<file path="src/rtl/rv_mem_sequencer_if.sv">
// Shared memory channel between rv_mem_sequencer (master) and the memory (slave).
// A transfer completes in the cycle where mem_req && mem_ack.
interface rv_mem_sequencer_if;
  logic        mem_req;
  logic        mem_we;
  logic [2:0]  mem_funct3;
  logic [60:0] mem_address;
  logic [63:0] mem_wdata;
  logic        mem_ack;
  logic [63:0] mem_rdata;

  modport master (
    output mem_req, mem_we, mem_funct3, mem_address, mem_wdata,
    input  mem_ack, mem_rdata
  );

  modport slave (
    input  mem_req, mem_we, mem_funct3, mem_address, mem_wdata,
    output mem_ack, mem_rdata
  );
endinterface

</file>
<file path="src/rtl/rv_mem_sequencer.sv">
// Multi-cycle sequencer for one rv_cpu: owns pc, fetches the instruction window and
// serialises fetch and data accesses onto one memory port. RV_MEM_SEQUENCER_FETCH_CACHE_EN adds a 2-entry fetch buffer.
module rv_mem_sequencer #(
  parameter logic [63:0] reset_pc = 64'h0
) (
  input  logic                 clock,
  input  logic                 reset,
  output logic [62:0]          cpu_pc,
  output logic [63:0]          cpu_inst,
  input  logic [62:0]          cpu_pcnext,
  input  logic                 cpu_halt,
  input  logic                 cpu_ram_load,
  input  logic                 cpu_ram_store,
  input  logic [2:0]           cpu_ram_funct3,
  input  logic [60:0]          cpu_ram_address,
  input  logic [63:0]          cpu_ram_store_value,
  output logic [63:0]          cpu_ram_load_value,
  output logic                 commit,
  output logic                 halted,
  rv_mem_sequencer_if.master   mem
);

  localparam logic [2:0] IDLE   = 3'd0;
  localparam logic [2:0] FETCH0 = 3'd1;
  localparam logic [2:0] FETCH1 = 3'd2;
  localparam logic [2:0] EXEC   = 3'd3;
  localparam logic [2:0] DATA   = 3'd4;
  localparam logic [2:0] COMMIT = 3'd5;
  localparam logic [2:0] HALTED = 3'd6;

  logic [2:0]  state_q, state_d;
  logic [62:0] pc_q, pc_d;
  logic [62:0] pcnext_q;
  logic [60:0] addr_q;
  logic [2:0]  funct3_q;
  logic [63:0] wdata_q;
  logic        we_q;
  logic [63:0] fetch_lo_q;
  logic [63:0] inst_q;
  logic [63:0] load_q;

  logic        in_fetch;
  logic [60:0] fetch_addr;
  logic        fetch_hit;
  logic [63:0] hit_data;
  logic        xfer;
  logic        fetch_done;
  logic [63:0] fetch_word;
  logic [63:0] fetch_window;
  logic        misaligned;
  logic        exec_commit;

  assign in_fetch   = (state_q == FETCH0) || (state_q == FETCH1);
  assign fetch_addr = (state_q == FETCH1) ? pc_q[62:2] + 61'd1 : pc_q[62:2];
  assign misaligned = pc_q[1:0] != 2'b00;

  assign mem.mem_req = (in_fetch && !fetch_hit) || (state_q == DATA);
  assign xfer        = mem.mem_req && mem.mem_ack;
  assign fetch_done  = in_fetch && (fetch_hit || xfer);
  assign fetch_word  = fetch_hit ? hit_data : mem.mem_rdata;

  // In FETCH1 fetch_word is the upper doubleword; pc[2:1] selects the 16-bit parcel offset.
  assign fetch_window = 64'({fetch_word, fetch_lo_q} >> {pc_q[1:0], 4'b0000});

  // Fields are driven purely from state and captured registers, so they stay stable until ack.
  assign mem.mem_address = in_fetch ? fetch_addr : (state_q == DATA) ? addr_q : 61'd0;
  assign mem.mem_we      = (state_q == DATA) && we_q;
  assign mem.mem_wdata   = ((state_q == DATA) && we_q) ? wdata_q : 64'd0;
  assign mem.mem_funct3  = in_fetch ? 3'b011 : (state_q == DATA) ? funct3_q : 3'b000;

  assign exec_commit = (state_q == EXEC) && !cpu_halt && !cpu_ram_load && !cpu_ram_store;
  assign commit      = exec_commit || (state_q == COMMIT);
  assign halted      = state_q == HALTED;

  assign cpu_pc             = pc_q;
  assign cpu_inst           = inst_q;
  assign cpu_ram_load_value = load_q;

`ifdef RV_MEM_SEQUENCER_FETCH_CACHE_EN
  logic [60:0] tag_q   [2];
  logic [63:0] cdata_q [2];
  logic [1:0]  valid_q;
  logic        rr_q;
  logic        hit0, hit1;
  logic        fill;
  logic        store_done;

  assign hit0       = valid_q[0] && (tag_q[0] == fetch_addr);
  assign hit1       = valid_q[1] && (tag_q[1] == fetch_addr);
  assign fetch_hit  = in_fetch && (hit0 || hit1);
  assign hit_data   = hit0 ? cdata_q[0] : cdata_q[1];
  assign fill       = in_fetch && xfer;
  assign store_done = (state_q == DATA) && xfer && we_q;

  always_ff @(posedge clock or negedge reset) begin
    if (!reset) begin
      valid_q <= 2'b00;
      rr_q    <= 1'b0;
    end else begin
      for (int i = 0; i < 2; i++) begin
        if (store_done && valid_q[i] && (tag_q[i] == addr_q)) valid_q[i] <= 1'b0;
      end
      if (fill) begin
        valid_q[rr_q] <= 1'b1;
        rr_q          <= ~rr_q;
      end
    end
  end

  // NOTE: tag/data storage is not reset; the valid bits alone make stale contents harmless.
  always_ff @(posedge clock) begin
    if (fill) begin
      tag_q[rr_q]   <= fetch_addr;
      cdata_q[rr_q] <= mem.mem_rdata;
    end
  end
`else
  assign fetch_hit = 1'b0;
  assign hit_data  = 64'd0;
`endif

  // NOTE: every output of this block gets a default first, otherwise a missed branch infers a latch.
  always_comb begin
    state_d = state_q;
    pc_d    = pc_q;
    case (state_q)
      IDLE:   state_d = FETCH0;
      FETCH0: if (fetch_done) state_d = misaligned ? FETCH1 : EXEC;
      FETCH1: if (fetch_done) state_d = EXEC;
      EXEC: begin
        if (cpu_halt)                          state_d = HALTED;
        else if (cpu_ram_load || cpu_ram_store) state_d = DATA;
        else begin
          state_d = FETCH0;
          pc_d    = cpu_pcnext;
        end
      end
      DATA:   if (xfer) state_d = COMMIT;
      COMMIT: begin
        state_d = FETCH0;
        pc_d    = pcnext_q;
      end
      HALTED: state_d = HALTED;
      default: state_d = IDLE;
    endcase
  end

  // NOTE: sequential state uses non-blocking assignments so all registers update from pre-edge values.
  always_ff @(posedge clock or negedge reset) begin
    if (!reset) begin
      state_q    <= IDLE;
      pc_q       <= reset_pc[63:1];
      pcnext_q   <= '0;
      addr_q     <= '0;
      funct3_q   <= '0;
      wdata_q    <= '0;
      we_q       <= 1'b0;
      fetch_lo_q <= '0;
      inst_q     <= '0;
      load_q     <= '0;
    end else begin
      state_q <= state_d;
      pc_q    <= pc_d;
      if ((state_q == FETCH0) && fetch_done) begin
        fetch_lo_q <= fetch_word;
        if (!misaligned) inst_q <= fetch_word;
      end
      if ((state_q == FETCH1) && fetch_done) inst_q <= fetch_window;
      // CPU outputs are only valid in EXEC, so everything the access and commit need is held here.
      if (state_q == EXEC) begin
        pcnext_q <= cpu_pcnext;
        addr_q   <= cpu_ram_address;
        funct3_q <= cpu_ram_funct3;
        wdata_q  <= cpu_ram_store_value;
        we_q     <= cpu_ram_store;
      end
      if ((state_q == DATA) && xfer && !we_q) load_q <= mem.mem_rdata;
    end
  end

endmodule

</file>
<file path="src/flat_wrapper.sv">
// flat-port wrapper written by rule: the top's interface ports become plain ports
module rv_mem_sequencer_flat 
#(
  parameter logic [63:0] reset_pc = 64'h0
)
  (clock, reset, cpu_pc, cpu_inst, cpu_pcnext, cpu_halt, cpu_ram_load, cpu_ram_store, cpu_ram_funct3, cpu_ram_address, cpu_ram_store_value, cpu_ram_load_value, commit, halted, mem_mem_req, mem_mem_we, mem_mem_funct3, mem_mem_address, mem_mem_wdata, mem_mem_ack, mem_mem_rdata);
  rv_mem_sequencer_if mem_i ();
  input  logic clock;
  input  logic reset;
  output logic [62:0] cpu_pc;
  output logic [63:0] cpu_inst;
  input  logic [62:0] cpu_pcnext;
  input  logic cpu_halt;
  input  logic cpu_ram_load;
  input  logic cpu_ram_store;
  input  logic [2:0] cpu_ram_funct3;
  input  logic [60:0] cpu_ram_address;
  input  logic [63:0] cpu_ram_store_value;
  output logic [63:0] cpu_ram_load_value;
  output logic commit;
  output logic halted;
  output wire logic [$bits(mem_i.mem_req)-1:0] mem_mem_req;
  output wire logic [$bits(mem_i.mem_we)-1:0] mem_mem_we;
  output wire logic [$bits(mem_i.mem_funct3)-1:0] mem_mem_funct3;
  output wire logic [$bits(mem_i.mem_address)-1:0] mem_mem_address;
  output wire logic [$bits(mem_i.mem_wdata)-1:0] mem_mem_wdata;
  input wire logic [$bits(mem_i.mem_ack)-1:0] mem_mem_ack;
  input wire logic [$bits(mem_i.mem_rdata)-1:0] mem_mem_rdata;
  assign mem_mem_req = mem_i.mem_req;
  assign mem_mem_we = mem_i.mem_we;
  assign mem_mem_funct3 = mem_i.mem_funct3;
  assign mem_mem_address = mem_i.mem_address;
  assign mem_mem_wdata = mem_i.mem_wdata;
  assign mem_i.mem_ack = mem_mem_ack;
  assign mem_i.mem_rdata = mem_mem_rdata;
  rv_mem_sequencer #(.reset_pc(reset_pc)) u_core (.clock(clock), .reset(reset), .cpu_pc(cpu_pc), .cpu_inst(cpu_inst), .cpu_pcnext(cpu_pcnext), .cpu_halt(cpu_halt), .cpu_ram_load(cpu_ram_load), .cpu_ram_store(cpu_ram_store), .cpu_ram_funct3(cpu_ram_funct3), .cpu_ram_address(cpu_ram_address), .cpu_ram_store_value(cpu_ram_store_value), .cpu_ram_load_value(cpu_ram_load_value), .commit(commit), .halted(halted), .mem(mem_i));
endmodule
</file>
<file path="config.mk">
export PLATFORM = sky130hd
export DESIGN_NAME = rv_mem_sequencer_flat
export DESIGN_NICKNAME = d
export VERILOG_FILES = /design/src/rtl/rv_mem_sequencer_if.sv /design/src/rtl/rv_mem_sequencer.sv /design/src/flat_wrapper.sv
export SDC_FILE = /design/constraint.sdc
export NUM_CORES = 1
export LEC_CHECK = 0
export CORE_MARGIN = 2
export CORE_UTILIZATION = 30
export DETAILED_ROUTE_END_ITERATION = 12
export PLACE_DENSITY = 0.61
export SLEW_MARGIN = 20
export SYNTH_ARGS = -nofsm -noshare
export SYNTH_HDL_FRONTEND = slang
export SYNTH_SLANG_ARGS = --single-unit
</file>
<file path="constraint.sdc">
create_clock -name clock -period 4.09 [get_ports clock]
set_input_delay 0.818 -clock clock [delete_from_list [all_inputs] [get_ports clock]]
set_output_delay 0.818 -clock clock [all_outputs]
set_load 0.01 [all_outputs]
</file>
==> impl_metrics.csv <==
group,metric,value,unit
run_status,status,"finished, final reports clean",
sta,slew_viol_final,0,
logic_synthesis,synth_top_area_share,52.5,%
layout,area_delta_synth_final,43.2,%
logic_synthesis,synthAdderAreaFrac,0.0584,%
logic_synthesis,synth_edf_count,0,
power,power.density,335,mW/mm2
setup_path,critPathMostFrequentCell,"buf_4",
setup_path,crit_cells,10,
sta,period_share,98.9,%
logic_synthesis,synth_compound_area_share,5.61,%
logic_synthesis,netlist_instances,1765,
power,clkPwrFrac,50.1,%
logic_synthesis,async_reset_ff_share,100,%
setup_path,cp-endpoint,"mem_mem_address[60]",
sta,rsz0062_at_grt,"yes",
floorplan,die_w,271,um
setup_path,rr_endpoint,"u_core.cpu_ram_load_value[25]$_DFFE_PN0P_",
setup_path,r2r-start,"u_core.state_q[2]$_DFFE_PN0P_",
floorplan,fp.dieArea,0.0736,mm2
place,dp_hpwl,50000,um
place,io_buffer_count,583,
global_routing,track_usage,18.7,%
place,place_ws,180,ps
power,p_comb_share,5.2,%
power,peakVddDrop,0.282,mV
logic_synthesis,synth-simple-area-share,10.3,%
layout,nets,2605,
setup_path,worstSetupEndpointType,"output port",
layout,drive_gt1_share,24.6,%
drt,routedWlPerCell,21.2,um
logic_synthesis,synthMuxAreaShare,27.0,%
clock_tree,ctsRootBufferMaster,"clkbuf_16",
floorplan,row_count,98,
setup_path,r2r_slack,1180,ps
clock_tree,cts_buffer_depth,3,
setup_path,cp.arrival,3230,ps
setup_path,startpoint,"u_core.state_q[0]$_DFFE_PN0P_",
setup_path,cp.required,3270,ps
power,p_seq_share,44.7,%
clock_tree,clock_latency,610,ps
power,intPower,8.06,mW
layout,utilization,43.2,%
sta,max-slew-margin-rel,22.9,%
drt,routed_wl,70700,um
logic_synthesis,yosysTopAreaCell,"dfrtp_1",
sta,setup_slack,44.0,ps
clock_tree,cts_hold_buf,0,
sta,min_period,4050,ps
logic_synthesis,synth_top_family_by_area,"multiplexers",
logic_synthesis,ys.warnings.count,0,
sta,skew,27.7,ps
global_routing,antenna_found_initial,13,
clock_tree,clk_pin_slew,60,ps
drt,drc_errors,0,
worst_hold_path,hold_class,"input port to async pin",
clock_tree,cts_buffers,54,
floorplan,initial_core_util,30.1,%
logic_synthesis,netlist_top_cells_area,"dfrtp_1 (53%), mux2_2 (17%), mux4_2 (6.7%), nand2_1 (4.7%), mux2i_1 (3.5%)",
power,power_switching_share,21.6,%
clock_tree,clock_sinks,450,
logic_synthesis,synth_xor_area_share,2.17,%
sta,worstMarginPinSlew,1160,ps
logic_synthesis,avgSynthCellArea,12.1,um2
drt,dr.pass1.iters,5,
setup_path,path_cells,"or3b_4 > buf_4 > nor3_4 > nand4_1 > buf_4 > nor4_4 > xor2_1 > buf_4 > a22o_1 > clkdlybuf4s15_2",
drt,detail_route.iter0.violations,994,
floorplan,ios,584,
run,maxCapViolCount,0,
global_routing,grt-ovfl-total,0,
setup_path,path_class,"register to output port",
clock_tree,htreeDepth,2,
logic_synthesis,synth_ff_type,"dfrtp_1",
floorplan,die_h,271,um
setup_path,slowest_stage,"or3b_4",
global_routing,grt_max_degree,194,
sta,setup_viol,0,
drt,drtAntennaViolNets,0,
power,p_leak,13.7,nW
sta,hold_viol,0,
clock_tree,cts_tree,"built",
logic_synthesis,yosys_register_bits,450,
drt,vias_per_cell,4.95,
setup_path,startpoint_type,"register",
setup_path,critPathBufInv,4,
floorplan,core,0.0711,mm2
setup_path,cp_slowest_stage_delay,430,ps
setup_path,crit_fanout,7,
setup_path,critPathTopFamily,"simple AND/OR/NAND/NOR gates",
power,power_switching,2.22,mW
global_routing,grt_pass1_vias,17600,
global_routing,grt_pass1_wl,108000,um
drt,vias,16600,
logic_synthesis,synth.distinct_cells,46,
place,place_congestion,0.886,
logic_synthesis,yosysSeqAreaShare,52.5,%
setup_path,r2r_cells,7,
logic_synthesis,synth_nets,2027,
sta,max_freq,247,MHz
logic_synthesis,syn_area,0.0214,mm2
[worst min-delay path by stage]
stage,to,cells after the start
finish,u_core.cpu_ram_load_value[33]$_DFFE_PN0P_,1
global placement,u_core.wdata_q[60]$_DFFE_PN0N_,1
detailed placement,u_core.wdata_q[57]$_DFFE_PN0N_,1
floorplan,u_core.funct3_q[2]$_DFFE_PN0N_,1
global route,u_core.cpu_inst[33]$_DFFE_PN0P_,1
CTS,u_core.cpu_ram_load_value[33]$_DFFE_PN0P_,1
[what timing repair did]
| action | CTS | global route |
|---|---|---|
| gates cloned | 0 | 0 |
| pin swaps | 5 | 3 |
| setup buffers | 6 | 3 |
| gates resized for setup | 48 | 37 |
| endpoints found under the setup margin | 38 | 30 |
[flip-flops by register name (all words and copies together), names as in the netlist]
signal	flops
u_core.we_q	1
u_core.wdata_q	64
u_core.cpu_ram_load_value	64
u_core.cpu_pc	63
u_core.addr_q	61
u_core.funct3_q	3
u_core.state_q	3
u_core.cpu_inst	64
u_core.fetch_lo_q	64
u_core.pcnext_q	63
[layout by cell type (no fill, tap or decap), types with 5 or more instances in the layout]
master and n:
a22oi_1 56, and2_1 6, and3_1 75, and4_1 10, buf_12 8, buf_4 54, bufinv_16 6, clkbuf_1 9
clkbuf_16 57, clkbuf_2 5, clkbuf_8 16, clkdlybuf4s50_1 551, clkinv_2 10, dfrtp_1 446, diode_2 5, dlygate4sd2_1 14
dlymetal6s2s_1 8, inv_1 9, mux2_2 320, mux2i_1 74, mux4_2 64, nand2_1 269, nand3_1 23, nand4_1 16
nor2_1 20, nor3_1 8, o21ai_0 126, xnor2_1 25, xor2_1 27
[worst reg2reg max path, cell delays in order (launching register included)]
cell      delay [ps]
dfrtp_1          350
buf_4            180
inv_1            180
nor3_2           280
buf_12           460
nand3b_1         590
buf_12           390
mux2_2           370
[cell usage after synthesis, types with 2 or more instances]
library cell and number:
a211o_1 2, a21oi_1 2, a22o_1 2, a22oi_1 56, and2_1 6, and3_1 77, and4_1 10, buf_1 26
buf_2 2, clkbuf_1 97, dfrtp_1 450, inv_1 9, mux2_2 320, mux2i_1 74, mux4_2 64, nand2_1 269
nand2b_1 2, nand3_1 28, nand3b_1 2, nand4_1 16, nor2_1 23, nor2b_1 3, nor3_1 11, nor3b_1 3
nor4_1 5, o211ai_1 4, o21ai_0 130, or2_2 2, or3_1 2, xnor2_1 25, xor2_1 28
[area by class of cell]
class	count	area, um2
well taps	950	1190
multi-input cells	1181	9870
diodes	5	12.5
flip-flops and latches	450	11300
clock buffers	82	1680
clock inverters	19	254
repair buffers	647	6400
fillers	6601	40400
inverters	9	33.8
[through the flow]
step,area (um2),hold slack [ps],cells,power (mW),TNS (ps)
after global routing,30700,296,3342,10.7,-74.6
after CTS,30600,265,3335,10.5,-125
after detailed placement,28600,487,3228,5.22,0
final,30700,267,3343,10.3,0
after floorplan,21400,471,1765,4.77,0
after global placement,28600,479,3228,5.21,0
[power by group through the flow]
| stage | Clock [mW] | Sequential [mW] | Combinational (mW) |
|---|---|---|---|
| global placement | 0 | 4.67 | 0.534 |
| detailed placement | 0 | 4.68 | 0.547 |
| floorplan | 0 | 4.66 | 0.114 |
| finish | 5.15 | 4.60 | 0.537 |
| CTS | 5.30 | 4.60 | 0.549 |
| global route | 5.49 | 4.61 | 0.587 |
[layer usage]
metal  vias to the layer above  wire length (um)  GRT usage, %
met2                       572             33900          30.8
met3                       147              5400          5.51
met5                         -                97             0
met1                      8300             28600          23.1
li1                       7524                 -             -
met4                        16              2680          7.09
[cell families (layout without fill, tap and decap cells)]
| logic type | Yosys count | after routing |
|---|---|---|
| mux | 458 | 458 |
| xor+xnor | 53 | 53 |
| buf+inv | 134 | 757 |
| other cells | 0 | 5 |
| flops | 450 | 450 |
| compound gates | 203 | 203 |
| fa+ha+maj | 1 | 1 |
| simple gates | 466 | 466 |
No activity file was read; power rests on OpenSTA's default activity.
